`config.mk`:
```
export PLATFORM = sky130hd
export DESIGN_NAME = reg_alu_sequencer
export DESIGN_NICKNAME = d
export VERILOG_FILES = /design/src/rtl/reg_alu_sequencer.sv
export SDC_FILE = /design/constraint.sdc
export NUM_CORES = 1
export LEC_CHECK = 0
export CAP_MARGIN = 20
export CORE_ASPECT_RATIO = 1.75
export CORE_MARGIN = 5
export CORE_UTILIZATION = 45
export CTS_CLUSTER_SIZE = 14
export DETAILED_ROUTE_END_ITERATION = 16
export PLACE_DENSITY_LB_ADDON = 0.05
export SLEW_MARGIN = 30
export SYNTH_ARGS = -nofsm -noshare
export SYNTH_HDL_FRONTEND = slang
export SYNTH_SLANG_ARGS = --single-unit
```
`constraint.sdc`:
```
create_clock -name clk -period 6.7 [get_ports clk]
set_input_delay 1.34 -clock clk [delete_from_list [all_inputs] [get_ports clk]]
set_output_delay 1.34 -clock clk [all_outputs]
set_load 0.1 [all_outputs]
```
`src/rtl/reg_alu_sequencer.sv`:
```
// Sequences one register-file instruction (ADD/SUB/AND/LDI) through read, read, write phases.
// Latency: WRITE is 3 cycles after acceptance for ALU ops, 1 cycle for LDI; one op in flight.
// Backpressure: instr_ready is high only in IDLE; instr_valid in any other state is dropped.
module reg_alu_sequencer #(
  parameter int DW = 8,
  parameter int AW = 2
) (
  input  logic          clk,
  input  logic          rst,
  input  logic          instr_valid,
  output logic          instr_ready,
  input  logic [1:0]    op,
  input  logic [AW-1:0] rd,
  input  logic [AW-1:0] rs1,
  input  logic [AW-1:0] rs2,
  input  logic [DW-1:0] imm,
  output logic          wr_en,
  output logic [AW-1:0] w_addr,
  output logic [DW-1:0] w_data,
  output logic [AW-1:0] r_addr,
  input  logic [DW-1:0] r_data,
  output logic          done,
  output logic          carry,
  output logic          zero
);

  localparam logic [1:0] OP_ADD = 2'b00;
  localparam logic [1:0] OP_SUB = 2'b01;
  localparam logic [1:0] OP_AND = 2'b10;
  localparam logic [1:0] OP_LDI = 2'b11;

  typedef enum logic [1:0] {IDLE, READ_A, READ_B, WRITE} state_t;

  state_t        state;
  state_t        state_nxt;
  logic [1:0]    op_q;
  logic [AW-1:0] rd_q;
  logic [AW-1:0] rs1_q;
  logic [AW-1:0] rs2_q;
  logic [DW-1:0] imm_q;
  logic [DW-1:0] a_reg;
  logic [DW-1:0] b_reg;
  logic [DW:0]   sum;
  logic [DW:0]   diff;
  logic [DW-1:0] result;
  logic          result_carry;

  // State register; reset returns to IDLE and abandons any instruction in flight.
  always_ff @(posedge clk) begin
    if (rst) state <= IDLE;
    else     state <= state_nxt;
  end

  // Next-state: LDI skips both operand reads since it needs no register data.
  always_comb begin
    state_nxt = state;
    case (state)
      IDLE:    if (instr_valid) state_nxt = (op == OP_LDI) ? WRITE : READ_A;
      READ_A:  state_nxt = READ_B;
      READ_B:  state_nxt = WRITE;
      WRITE:   state_nxt = IDLE;
      default: state_nxt = IDLE;
    endcase
  end

  // Outputs decoded from state; reset forces handshake and write strobes low.
  always_comb begin
    instr_ready = 1'b0;
    wr_en       = 1'b0;
    done        = 1'b0;
    r_addr      = '0;
    case (state)
      IDLE:    instr_ready = ~rst;
      READ_A:  r_addr = rs1_q;
      READ_B:  r_addr = rs2_q;
      WRITE: begin
        wr_en = ~rst;
        done  = ~rst;
      end
      default: ;
    endcase
  end

  // Instruction fields captured once at acceptance and held until back in IDLE.
  always_ff @(posedge clk) begin
    if (rst) begin
      op_q  <= OP_ADD;
      rd_q  <= '0;
      rs1_q <= '0;
      rs2_q <= '0;
      imm_q <= '0;
    end else if (state == IDLE && instr_valid) begin
      op_q  <= op;
      rd_q  <= rd;
      rs1_q <= rs1;
      rs2_q <= rs2;
      imm_q <= imm;
    end
  end

  // Operands are captured before WRITE, so rd aliasing a source sees pre-write values.
  always_ff @(posedge clk) begin
    if (rst) begin
      a_reg <= '0;
      b_reg <= '0;
    end else begin
      if (state == READ_A) a_reg <= r_data;
      if (state == READ_B) b_reg <= r_data;
    end
  end

  // ALU: carry is the sum overflow bit for ADD and the borrow for SUB.
  always_comb begin
    sum          = {1'b0, a_reg} + {1'b0, b_reg};
    diff         = {1'b0, a_reg} - {1'b0, b_reg};
    result       = '0;
    result_carry = 1'b0;
    case (op_q)
      OP_ADD: begin
        result       = sum[DW-1:0];
        result_carry = sum[DW];
      end
      OP_SUB: begin
        result       = diff[DW-1:0];
        result_carry = diff[DW];
      end
      OP_AND:  result = a_reg & b_reg;
      OP_LDI:  result = imm_q;
      default: result = '0;
    endcase
  end

  assign w_addr = rd_q;
  assign w_data = result;

  // Flags reflect the last instruction that actually reached its write cycle.
  always_ff @(posedge clk) begin
    if (rst) begin
      carry <= 1'b0;
      zero  <= 1'b0;
    end else if (state == WRITE) begin
      carry <= result_carry;
      zero  <= (result == '0);
    end
  end

endmodule

```
Yosys cells after proc, flatten, opt, wreduce, memory -nomap -nowiden. Cells that the tools add are included.

Bits of input ports: 27. Memories kept: 0. Flip-flop bits (word level): 36. Bits in latches: 0. Word-level logic and storage cells: 34. RAM bits: 0. ROM bits: 0. Output and inout bits: 17.

Div/mod/pow operators: 0. Magnitude comparators: 0. Multiplexer cells: 8. $add $sub $neg: 2. Equality and inequality tests: 8. Multiply operators: 0. Bitwise gates (word level): 2. Reduce and logical (&&, ||, !) cells: 4. Shift-type cells: 0.

Operator list (count): $pmux W8 S4 (1); $eq A2 B2 Y1 const B (5); $add A8 B8 Y9 (1); $sub A8 B8 Y9 (1); $and A8 B8 Y8 (1); $logic_not A8 Y1 (1); $pmux W2 S4 (1); $eq A2 B1 Y1 const B (2); $logic_not A2 Y1 (2); $mux W2 (2); $pmux W2 S2 (1); $mux W1 (2); $ne A2 B2 Y1 const B (1); $pmux W1 S2 (1); $logic_and A1 B1 Y1 (1); $not A1 Y1 (1).

Longest topological paths before layout. Gate-level depths: netlist of the first run.

Depth in word-level cells: 4. Depth in mapped cells: 10. Mapped depth without buffers: 10.

Least setup slack after synthesis of the first run. Ideal clock, no wire load.

Path kind: input port to output port. From: input port rst. To: output port wr_en. Slack: 2.121 ns. Buffers on the path: 1. Stages on the path: 2. Data arrival time: 3.239 ns. Required time: 5.360 ns. Path through: nor2b_1 > buf_4.

Word-level cells in the longest chain between the ends: 2.

RTL lines: from (decl) (line 9) `input logic rst,`; $not A1 Y1 (line 77) `wr_en = ~rst;`; $mux W1 (line 72) `case (state)`; to (decl) (line 17) `output logic wr_en,`.

No other way between the ends.

Worst setup path after layout of the first run.
From: register b_reg[4]. To: output port w_data[7].

Word-level cells in the longest chain between the ends: 2. Elaborated cells on any way between the ends: 3. Classes of those cells: add/sub (2); mux (1).

RTL lines: from (decl) (line 42) `logic [DW-1:0] b_reg;`; from (signal assigned) (line 108) `if (state == READ_B) b_reg <= r_data;`; $sub A8 B8 Y9 / $add A8 B8 Y9 (equally long branches) (line 115, 114); $pmux W8 S4 * (line 118) `case (op_q)`; to (decl) (line 19) `output logic [DW-1:0] w_data,`.

Every way passes the cells marked *; elsewhere a longest branch is shown, timed or not.

==> implementation parameters, run 1 <==
Parameter                              Value

Status
  Status ... completed

Placement
  Final RePlAce weighted congestion ... 0.8586
  Placed wire-length estimate ... about 4.5 mm
  Total placed cells including tap cells ... roughly 380
  Pre-CTS setup slack ... between 2 and 2.5 ns
  Number of input and output port buffers inserted ... 43

Global route
  Total global routing track utilization ... between 15 and 20%
  First-pass GRT wire length ... between 9 and 10 mm
  Vias in the first global route ... about 2200
  Overflow left after global routing ... 0
  Pin count of the biggest net entering global routing ... 39
  Initial antenna violation count ... 0

STA
  Clock tree skew after final layout ... 0.004210 ns
  Min Tclk post-route ... roughly 4.7 ns
  Worst relative slew slack ... roughly a third
  Count of final hold-check violations ... 0
  Setup repair after global routing missed its margin ... false
  Final total negative setup slack ... 0 ns
  Worst-Margin Slew ... roughly 0.99 ns
  Fraction of the cycle the final worst path needs ... 70.74%
  Maximum clock frequency ... about 0.21 GHz
  Setup WS post-layout ... around 2.0 ns
  Max Slew Vio Count ... 0
  Setup violations, final ... 0

Synthesis
  Share of synthesized area occupied by flip-flops and latches ... about 30%
  Nets in the synthesized netlist ... 343
  Number of distinct library cells after synthesis ... a little over 50
  Post-synthesis instance total ... 293
  Number of synthesized register bits ... 36
  Average cell area after synthesis ... 8.216 sq um
  Number of enable-type register cells in the synthesized netlist ... 0
  Yosys Warn Count ... 0
  Commonest register cell after synthesis ... dfxtp_1
  Share of flip-flops with an asynchronous set or reset after synthesis ... 0%
  Total standard cell area after synthesis ... ~2400 sq um

Route
  Post-detailed-route wirelength per cell ... 15.10 microns
  DRT Pass-1 Iters ... 4
  Number of vias after detailed routing ... 2118
  WL final ... 5.812 mm
  Drt first-iter violations ... ~100
  Vias per inst ... about 5.5
  Antenna viol nets, final ... 0
  Post-route DRC ... 0

Hold path
  Worst hold-check path type ... flop to flop

CTS
  Worst skew pair latency ... between 0.2 and 0.3 ns
  Root Buffer ... clkbuf_8
  Number of setup buffers added after CTS ... 0
  Clock Path Buffers ... 2
  Number of buffers added by the clock tree synthesis step ... 5
  # clock sinks ... 36
  Clock-pin slew reported for the worst setup and hold paths after clock tree synthesis ... 0.06 ns
  TritonCTS clock tree ... yes
  Hold Buf Count CTS ... 0
  Quantity of gates resized following cts ... 0
  H-Tree Depth ... 2

Flow run
  Number of maximum-capacitance violations ... 0

Die
  Number of top-level design ports ... 44
  Row cnt ... 35
  Vertical extent of the die ... approximately 110 microns
  Initial core utilization ... between 40 and 50%
  Die width ... 65.29 microns
  Core area ... between 5000 and 6000 sq um
  Die area ... about 7000 sq um

Finish
  Antenna diode count ... 0
  Layout cell share with drive strength beyond 1 ... between 7 and 8%
  Relative area change from synthesis to final layout ... 22.51%
  Layout Nets ... 380
  Final non-filler cell total ... 385

Power and ir drop
  P_sw ... 511.0 uW
  Share of power burned in the clock network ... between 10% and 20%
  Switching portion of total power ... around half
  Sequential group share of total power ... roughly a quarter
  Leak Pwr ... 1.233 nW
  Maximum vdd ir drop ... roughly 200 uV
  Logic gate share of total power ... 59.0%
  Total power density per cell area ... approximately 360 nW/um^2
  Tot Pwr ... 1.064 mW
  Cell-internal power ... about 550 uW

Critical path
  Critical Path End Type ... output port
  Crit path kind ... flop to output port
  WP data arrival ... roughly 3.4 ns
  Critical Path RT ... 5.36 ns
  Top fanout value on the critical path ... 8
  Crit start category ... flop
## layout by cell type (no fill, tap or decap), drive strengths merged, types with 3 or more instances in the layout
cell type and n:
a221oi 4, nor3 6, and2 3, ha 21, a22oi 5, inv 24, a21oi 26, xnor2 3
nand2b 5, nand2 37, dfxtp 36, nor2 33, clkdlybuf4s50 41, nor4 3, nor2b 6, a211oi 3
clkbuf 7, buf 5, o21ai 6, a21o 5, nand3 3, and3 3, mux2i 20
## worst max-delay path, cell delays in order, from the launching register on
cell and delay (ns):
dfxtp_1 0.35, inv_1 0.05, ha_1 0.43, nor2_1 0.11, a211o_1 0.33, a22oi_2 0.21
mux2_4 0.32, a221oi_2 0.30, inv_1 0.06, clkdlybuf4s50_1 0.96
## path summary, 6_finish.rpt
kind	startpoint	end	slack [ns]	depth (start not counted)
setup / recovery	b_reg[4]$_SDFFE_PP0P_	w_data[7]	1.96	9
hold / removal	w_addr[1]$_SDFFE_PP0P_	w_addr[1]$_SDFFE_PP0P_	0.46	2
setup reg to reg	b_reg[4]$_SDFFE_PP0P_	zero$_SDFFE_PP0N_	4.28	9
hold reg to reg	w_addr[1]$_SDFFE_PP0P_	w_addr[1]$_SDFFE_PP0P_	0.46	2
## layout make-up
| cell class | instances | area, sq um |
|---|---|---|
| Timing Repair Buffer | 46 | 447.9 |
| Inverter | 24 | 90.09 |
| Multi-Input combinational cell | 217 | 1525 |
| Fill cell | 527 | 2306 |
| Sequential cell | 36 | 720.7 |
| Tap cell | 55 | 68.82 |
| Clock buffer | 7 | 96.34 |
## power by group through the flow
stage	clock, mW	sequential (mW)	combinational, mW
3_5_place_dp	0	0.279	0.631
3_3_place_gp	0	0.278	0.626
2_1_floorplan	0	0.291	0.480
6_report	0.162	0.275	0.627
4_1_cts	0.168	0.275	0.632
5_1_grt	0.177	0.280	0.679
## through the flow
step / instance area (sq um) / util [%] / hold slack [ns]
after floorplan: 2407 / - / 0.4334
after global placement: 2853 / 54.29 / 0.4421
after detailed placement: 2853 / 54.29 / 0.4494
after CTS: 2949 / 56.12 / 0.4593
after global routing: 2949 / 56.12 / 0.4751
final: 2949 / 56.12 / 0.4568
## cells by family after synthesis
logic type,synth area share [%]
simple gates,19.34
compound gates,20.01
buf+inv,6.704
flops,29.94
mux,10.34
fa+ha+maj,12.58
xor+xnor,1.092
## routing by layer
layer	share of wire [%]	vias up	track usage (%)	wire, microns
li1	-	1080	-	-
met1	43	950	19.70	2506
met2	48	67	29.80	2765
met3	4.3	21	3.564	251
met4	5.0	0	10.24	288
met5	0	-	0	0
## synth_stat cells, types with 2 or more instances
master,n,share of area [%]
o21ai_1,3,0.62
and3_1,3,0.78
a221oi_4,2,2.2
ha_1,21,11
o21a_1,2,0.62
a21o_1,5,1.6
a211oi_1,2,0.62
buf_4,2,0.62
a22oi_1,4,1.2
nor2b_1,6,1.6
buf_1,2,0.31
nor2_1,33,5.1
and2_1,3,0.78
a21oi_1,26,5.4
inv_2,4,0.62
nand3_1,3,0.62
mux2i_1,20,8.3
buf_2,3,0.62
xnor2_1,3,1.1
clkbuf_1,9,1.4
nor4_1,3,0.78
a211o_1,2,0.73
nor3_1,6,1.2
inv_1,20,3.1
fa_1,2,1.7
nand2b_1,5,1.3
a31oi_1,2,0.52
nand2_1,37,5.8
dfxtp_1,36,30
o21ai_0,3,0.62
Note: power is estimated with default switching activity, not from simulation.
==> inputs of run 2 (changes only) <==
- clock period: 6.7 -> 3.93 ns (I/O delays scaled with it)
==> implementation parameters, run 2 (same netlist as run 1, synthesis figures left out) <==
Parameter                              Value

Route
  M1 WL ... 2.522 mm (+0.64%)
  Antenna viol nets, final ... 0 (unchanged)
  WL final ... 5.883 mm (+1.2%)
  DRT Pass-1 Iters ... 4 (unchanged)
  Drt first-iter violations ... 82 (-19%)
  Post-route DRC ... 0 (unchanged)
  Vias per inst ... 5.509 (+0.14%)
  Detailed-routed wire length on met2 ... 2.937 mm (+6.2%)
  Sum of met3 wire segment lengths after detailed routing ... 249 microns (-0.80%)
  Highest metal used ... met4
  Number of vias after detailed routing ... 2121 (+0.14%)
  Post-detailed-route wirelength per cell ... 15.28 microns (+1.2%)

Die
  Number of top-level design ports ... 44 (unchanged)
  Die width ... 65.29 microns (unchanged)
  Initial core utilization ... 45.81% (unchanged)
  Core area ... 5255 sq um (unchanged)
  Row cnt ... 35 (unchanged)
  Vertical extent of the die ... 106.8 microns (unchanged)
  Die area ... 6970 sq um (unchanged)

Placement
  Number of input and output port buffers inserted ... 43 (unchanged)
  Total placed cells including tap cells ... 378 (unchanged)
  Placed wire-length estimate ... 4.632 mm (+2.1%)
  Final RePlAce weighted congestion ... 0.8703 (+1.4%)

Critical path
  Top fanout value on the critical path ... 8 (unchanged)
  Critical Path RT ... 3.14 ns (-2.22 ns)
  WP data arrival ... 2.67 ns (-0.73 ns)
  Critical Path End Type ... output port
  Crit start category ... flop
  Crit path kind ... flop to output port

Global route
  Overflow left after global routing ... 0 (unchanged)
  Total global routing track utilization ... 17.73% (+0.22 points)
  Vias in the first global route ... 2033 (-5.4%)
  First-pass GRT wire length ... 9.673 mm (+0.43%)
  Initial antenna violation count ... 0 (unchanged)
  Pin count of the biggest net entering global routing ... 38 (-2.6%)

CTS
  # clock sinks ... 36 (unchanged)
  Root Buffer ... clkbuf_8
  Clock Path Buffers ... 2 (unchanged)
  Number of setup buffers added after CTS ... 0 (unchanged)
  Hold Buf Count CTS ... 0 (unchanged)
  Quantity of gates resized following cts ... 0 (unchanged)
  Clock-pin slew reported for the worst setup and hold paths after clock tree synthesis ... 0.07 ns (about the same)
  Worst skew pair latency ... 0.28 ns (about the same)
  TritonCTS clock tree ... yes
  Number of buffers added by the clock tree synthesis step ... 5 (unchanged)
  H-Tree Depth ... 2 (unchanged)

Status
  Status ... completed

STA
  Setup repair after global routing missed its margin ... false
  Fraction of the cycle the final worst path needs ... between 80% and 90%
  Maximum clock frequency ... approximately 0.29 GHz
  Min Tclk post-route ... 3.460 ns
  Clock tree skew after final layout ... 0.005951 ns (+0.001741 ns)
  Final total negative setup slack ... 0 ns (unchanged)
  Worst-Margin Slew ... 0.9815 ns (-0.003799 ns)
  Setup violations, final ... 0 (unchanged)
  Max Slew Vio Count ... 0 (unchanged)
  Worst relative slew slack ... 34.36% (+0.25 points)
  Count of final hold-check violations ... 0 (unchanged)

Power and ir drop
  Leak Pwr ... 1.252 nW (+1.5%)
  Logic gate share of total power ... 59.9% (+0.9 points)
  Share of power burned in the clock network ... 13.7% (-1.5 points)
  Cell-internal power ... 904.1 uW (+64%)
  Total power density per cell area ... 607.1 nW/um^2 (+68%)
  P_sw ... 880.8 uW (+72%)
  Maximum vdd ir drop ... 448.7 uV (+120%)
  Sequential group share of total power ... 26.4% (+0.6 points)
  Switching portion of total power ... 49.35% (+1.3 points)

Finish
  Relative area change from synthesis to final layout ... 22.14%
  Final non-filler cell total ... 385 (unchanged)
  Antenna diode count ... 0 (unchanged)
  Layout cell share with drive strength beyond 1 ... 10.61% (+3.0 points)
  Layout Nets ... 380 (unchanged)
  Leading cell types in the layout, fill and taps excluded ... 37 x nand2_1, 36 x dfxtp_1, 33 x nor2_1, 30 x clkdlybuf4s50_1, 26 x a21oi_1
  Most common library cell in the layout ignoring fill and taps ... nand2_1

Hold path
  Worst hold-check path type ... flop to flop

Flow run
  Number of maximum-capacitance violations ... 0 (unchanged)
## run 2: changes by cell type in the layout (fill, tap and decap cells not counted)
cell	before	now
buf_12	0	3
clkbuf_8	7	5
buf_4	5	13
clkdlybuf4s50_1	41	30
clkinv_2	0	1
clkbuf_1	0	1
## run 2: worst paths after layout
path                          from                    end  slack (ns)  cells after the start
max          b_reg[4]$_SDFFE_PP0P_              w_data[7]        0.47                      9
min          rs2_q[0]$_SDFFE_PP0P_  rs2_q[0]$_SDFFE_PP0P_        0.46                      2
max reg2reg  b_reg[4]$_SDFFE_PP0P_      zero$_SDFFE_PP0N_        1.49                      9
min reg2reg  rs2_q[0]$_SDFFE_PP0P_  rs2_q[0]$_SDFFE_PP0P_        0.46                      2
## run 2: area by class of cell
| class | instances | area (sq um) |
|---|---|---|
| clock buffer | 6 | 72.57 |
| clock inverter | 1 | 5.005 |
| fill | 535 | 2315 |
| inverter | 24 | 90.09 |
| multi-input combinational | 217 | 1525 |
| sequential | 36 | 720.7 |
| tap | 55 | 68.82 |
| timing repair buffer | 46 | 457.9 |
## run 2: worst max-delay path: stages (launching register included)
cell,delay (ns)
dfxtp_1,0.36
inv_1,0.05
ha_1,0.43
nor2_1,0.11
a211o_1,0.33
a22oi_2,0.20
mux2_4,0.32
a221oi_2,0.29
inv_1,0.06
buf_4,0.23
## run 2: stage by stage
stage / hold WS, ns / cell area, sq um / utilization (%) / setup slack [ns] / power (mW)
after global routing: 0.4785 / 2940 / 55.95 / 0.2804 / 1.901
after detailed placement: 0.4470 / 2863 / 54.48 / 0.7746 / 1.556
after CTS: 0.4597 / 2940 / 55.95 / 0.4577 / 1.806
after floorplan: 0.4334 / 2407 / - / 0.4530 / 1.313
final: 0.4583 / 2940 / 55.95 / 0.4700 / 1.785
after global placement: 0.4445 / 2863 / 54.48 / 0.8179 / 1.550
## run 2: power by group through the flow
stage | sequential (mW) | clock, mW | combinational (mW)
after CTS | 0.472 | 0.254 | 1.08
after floorplan | 0.495 | 0 | 0.818
after global placement | 0.477 | 0 | 1.07
after detailed placement | 0.480 | 0 | 1.08
after global routing | 0.480 | 0.270 | 1.15
final | 0.472 | 0.244 | 1.07
## run 2: metal layers
layer  global-route usage (%)  vias to the layer above
li1                         -                     1077
met1                    20.56                      982
met2                    30.75                       50
met3                    3.354                       12
met4                    8.160                        0
met5                        0                        -
==> inputs of run 3 (changes only) <==
- PLACE_DENSITY: default -> 0.73
- PLACE_DENSITY_LB_ADDON: 0.05 -> default
==> implementation parameters, run 3 (same netlist as run 1, synthesis figures left out) <==
Parameter                              Value

CTS
  Number of setup buffers added after CTS ... 0 (unchanged)
  Clock-pin slew reported for the worst setup and hold paths after clock tree synthesis ... 0.07 ns (about the same)
  Hold Buf Count CTS ... 0 (unchanged)
  Number of buffers added by the clock tree synthesis step ... 5 (unchanged)
  Root Buffer ... clkbuf_8
  H-Tree Depth ... 2 (unchanged)
  Worst skew pair latency ... 0.28 ns (about the same)
  TritonCTS clock tree ... yes
  Clock Path Buffers ... 2 (unchanged)
  Quantity of gates resized following cts ... 0 (unchanged)
  # clock sinks ... 36 (unchanged)

Critical path
  CP dominant cell by count ... inv_1
  Crit start category ... flop
  Slowest stage cell, crit path ... ha_1
  Top fanout value on the critical path ... 8 (unchanged)
  Critical Path RT ... 3.14 ns (about the same)
  Max incr delay on CP ... 0.42 ns (about the same)
  WP data arrival ... 2.75 ns (+0.08 ns)
  Number of buffers and inverters on the critical path ... 3 (unchanged)
  Critical Path End Type ... output port
  Cells traversed along the worst timing path ... inv_1 -> ha_1 -> nor2_1 -> a211o_1 -> a22oi_2 -> mux2_4 -> a221oi_2 -> inv_1 -> buf_4
  Crit path kind ... flop to output port
  Cell family with the largest share of critical-path delay ... compound AO/OA/AOI/OAI gates

Die
  Core area ... 5255 sq um (unchanged)
  Die area ... 6970 sq um (unchanged)
  Die width ... 65.29 microns (unchanged)
  Number of top-level design ports ... 44 (unchanged)
  Row cnt ... 35 (unchanged)
  Initial core utilization ... 45.81% (unchanged)
  Vertical extent of the die ... 106.8 microns (unchanged)

STA
  Final total negative setup slack ... 0 ns (unchanged)
  Max Slew Vio Count ... 0 (unchanged)
  Setup repair after global routing missed its margin ... false
  Setup WS post-layout ... 0.3981 ns (-0.07191 ns)
  Fraction of the cycle the final worst path needs ... 89.87% (+1.8 points)
  Worst-Margin Slew ... 0.9857 ns (+0.004204 ns)
  Min Tclk post-route ... 3.532 ns (+0.07191 ns)
  Worst relative slew slack ... 34.08% (-0.28 points)
  Maximum clock frequency ... 0.2831 GHz (-2.0%)
  Clock tree skew after final layout ... 0.002938 ns (-0.003013 ns)
  Count of final hold-check violations ... 0 (unchanged)
  Setup violations, final ... 0 (unchanged)

Power and ir drop
  Tot Pwr ... 1.860 mW (+4.2%)
  Cell-internal power ... 970.3 uW (+7.3%)
  Maximum vdd ir drop ... 391.6 uV (-13%)
  Leak Pwr ... 1.261 nW (+0.70%)
  Sequential group share of total power ... 25.5% (-0.9 points)
  Switching portion of total power ... 47.83% (-1.5 points)
  Total power density per cell area ... 627.7 nW/um^2 (+3.4%)
  Share of power burned in the clock network ... 17.0% (+3.3 points)
  P_sw ... 889.4 uW (+0.97%)
  Logic gate share of total power ... 57.5% (-2.4 points)

Route
  Vias per inst ... 5.574 (+1.2%)
  Drt first-iter violations ... 120 (+46%)
  Number of vias after detailed routing ... 2146 (+1.2%)
  DRT Pass-1 Iters ... 4 (unchanged)
  WL final ... 6.018 mm (+2.3%)
  Post-route DRC ... 0 (unchanged)
  Antenna viol nets, final ... 0 (unchanged)
  Post-detailed-route wirelength per cell ... 15.63 microns (+2.3%)

Finish
  Number of filler cells placed in the layout ... 496 (-7.3%)
  Antenna diode count ... 0 (unchanged)
  Leading cell types in the layout, fill and taps excluded ... 37 x nand2_1, 36 x dfxtp_1, 33 x nor2_1, 30 x clkdlybuf4s50_1, 26 x a21oi_1
  Most common library cell in the layout ignoring fill and taps ... nand2_1
  Layout Nets ... 379 (-0.26%)
  Relative area change from synthesis to final layout ... 23.08%
  Layout cell share with drive strength beyond 1 ... 10.61% (unchanged)

Flow run
  Number of maximum-capacitance violations ... 0 (unchanged)

Placement
  Pre-CTS setup slack ... 0.7411 ns (-0.03352 ns)
  Number of input and output port buffers inserted ... 43 (unchanged)
  Final RePlAce weighted congestion ... 0.8740 (+0.43%)
  Placed wire-length estimate ... 4.636 mm (about the same)

Status
  Status ... completed

Global route
  Initial antenna violation count ... 0 (unchanged)
  Pin count of the biggest net entering global routing ... 38 (unchanged)
  Overflow left after global routing ... 0 (unchanged)
  First-pass GRT wire length ... 9.873 mm (+2.1%)
  Total global routing track utilization ... 18.14% (+0.41 points)
  Vias in the first global route ... 2143 (+5.4%)

Hold path
  Worst hold-check path type ... flop to flop
==> run 3: worst paths after layout <==
| kind | endpoint | cells past startpoint | startpoint | slack (ns) |
|---|---|---|---|---|
| max | w_data[7] | 9 | b_reg[4]$_SDFFE_PP0P_ | 0.40 |
| min | w_addr[0]$_SDFFE_PP0P_ | 2 | w_addr[0]$_SDFFE_PP0P_ | 0.45 |
| max reg2reg | zero$_SDFFE_PP0N_ | 9 | b_reg[4]$_SDFFE_PP0P_ | 1.43 |
| min reg2reg | w_addr[0]$_SDFFE_PP0P_ | 2 | w_addr[0]$_SDFFE_PP0P_ | 0.45 |
==> run 3: worst register-to-register path: stages (launching register included) <==
cell and delay, ns:
dfxtp_1 0.35, inv_1 0.05, ha_1 0.42, nor2_1 0.12, a211o_1 0.33, a22oi_2 0.21, mux2_4 0.32, a221oi_2 0.35
nand4_1 0.13, o21ai_1 0.14
==> run 3: layout make-up <==
| class | instances | area, sq um | area share (%) |
|---|---|---|---|
| Timing Repair Buffer | 45 | 450.4 | 15.20 |
| Sequential cell | 36 | 720.7 | 24.32 |
| Clock inverter | 2 | 35.03 | 1.182 |
| Inverter | 24 | 90.09 | 3.041 |
| Multi-Input combinational cell | 217 | 1525 | 51.48 |
| Clock buffer | 6 | 72.57 | 2.449 |
| Tap cell | 55 | 68.82 | 2.323 |
==> run 3: metrics by stage <==
step	util (%)	cell area (sq um)	instances	hold WS, ns
after global placement	54.33	2855	377	0.4406
after CTS	56.38	2963	385	0.4568
after global routing	56.38	2963	385	0.4838
final	56.38	2963	385	0.4548
after detailed placement	54.33	2855	377	0.4486
after floorplan	-	2407	293	0.4334
==> run 3: per-layer routing <==
metal / GRT usage [%] / vias up / wire length, microns
li1: - / 1083 / -
met1: 20.04 / 994 / 2394
met2: 31.91 / 51 / 3186
met3: 2.725 / 18 / 205
met4: 10.68 / 0 / 231
met5: 0 / - / 0
==> run 3: power by group through the flow <==
stage	clock network (mW)	logic, mW	registers, mW
2_1_floorplan	0	0.818	0.495
3_5_place_dp	0	1.07	0.482
3_3_place_gp	0	1.06	0.478
6_report	0.317	1.07	0.474
5_1_grt	0.341	1.15	0.483
4_1_cts	0.324	1.07	0.474
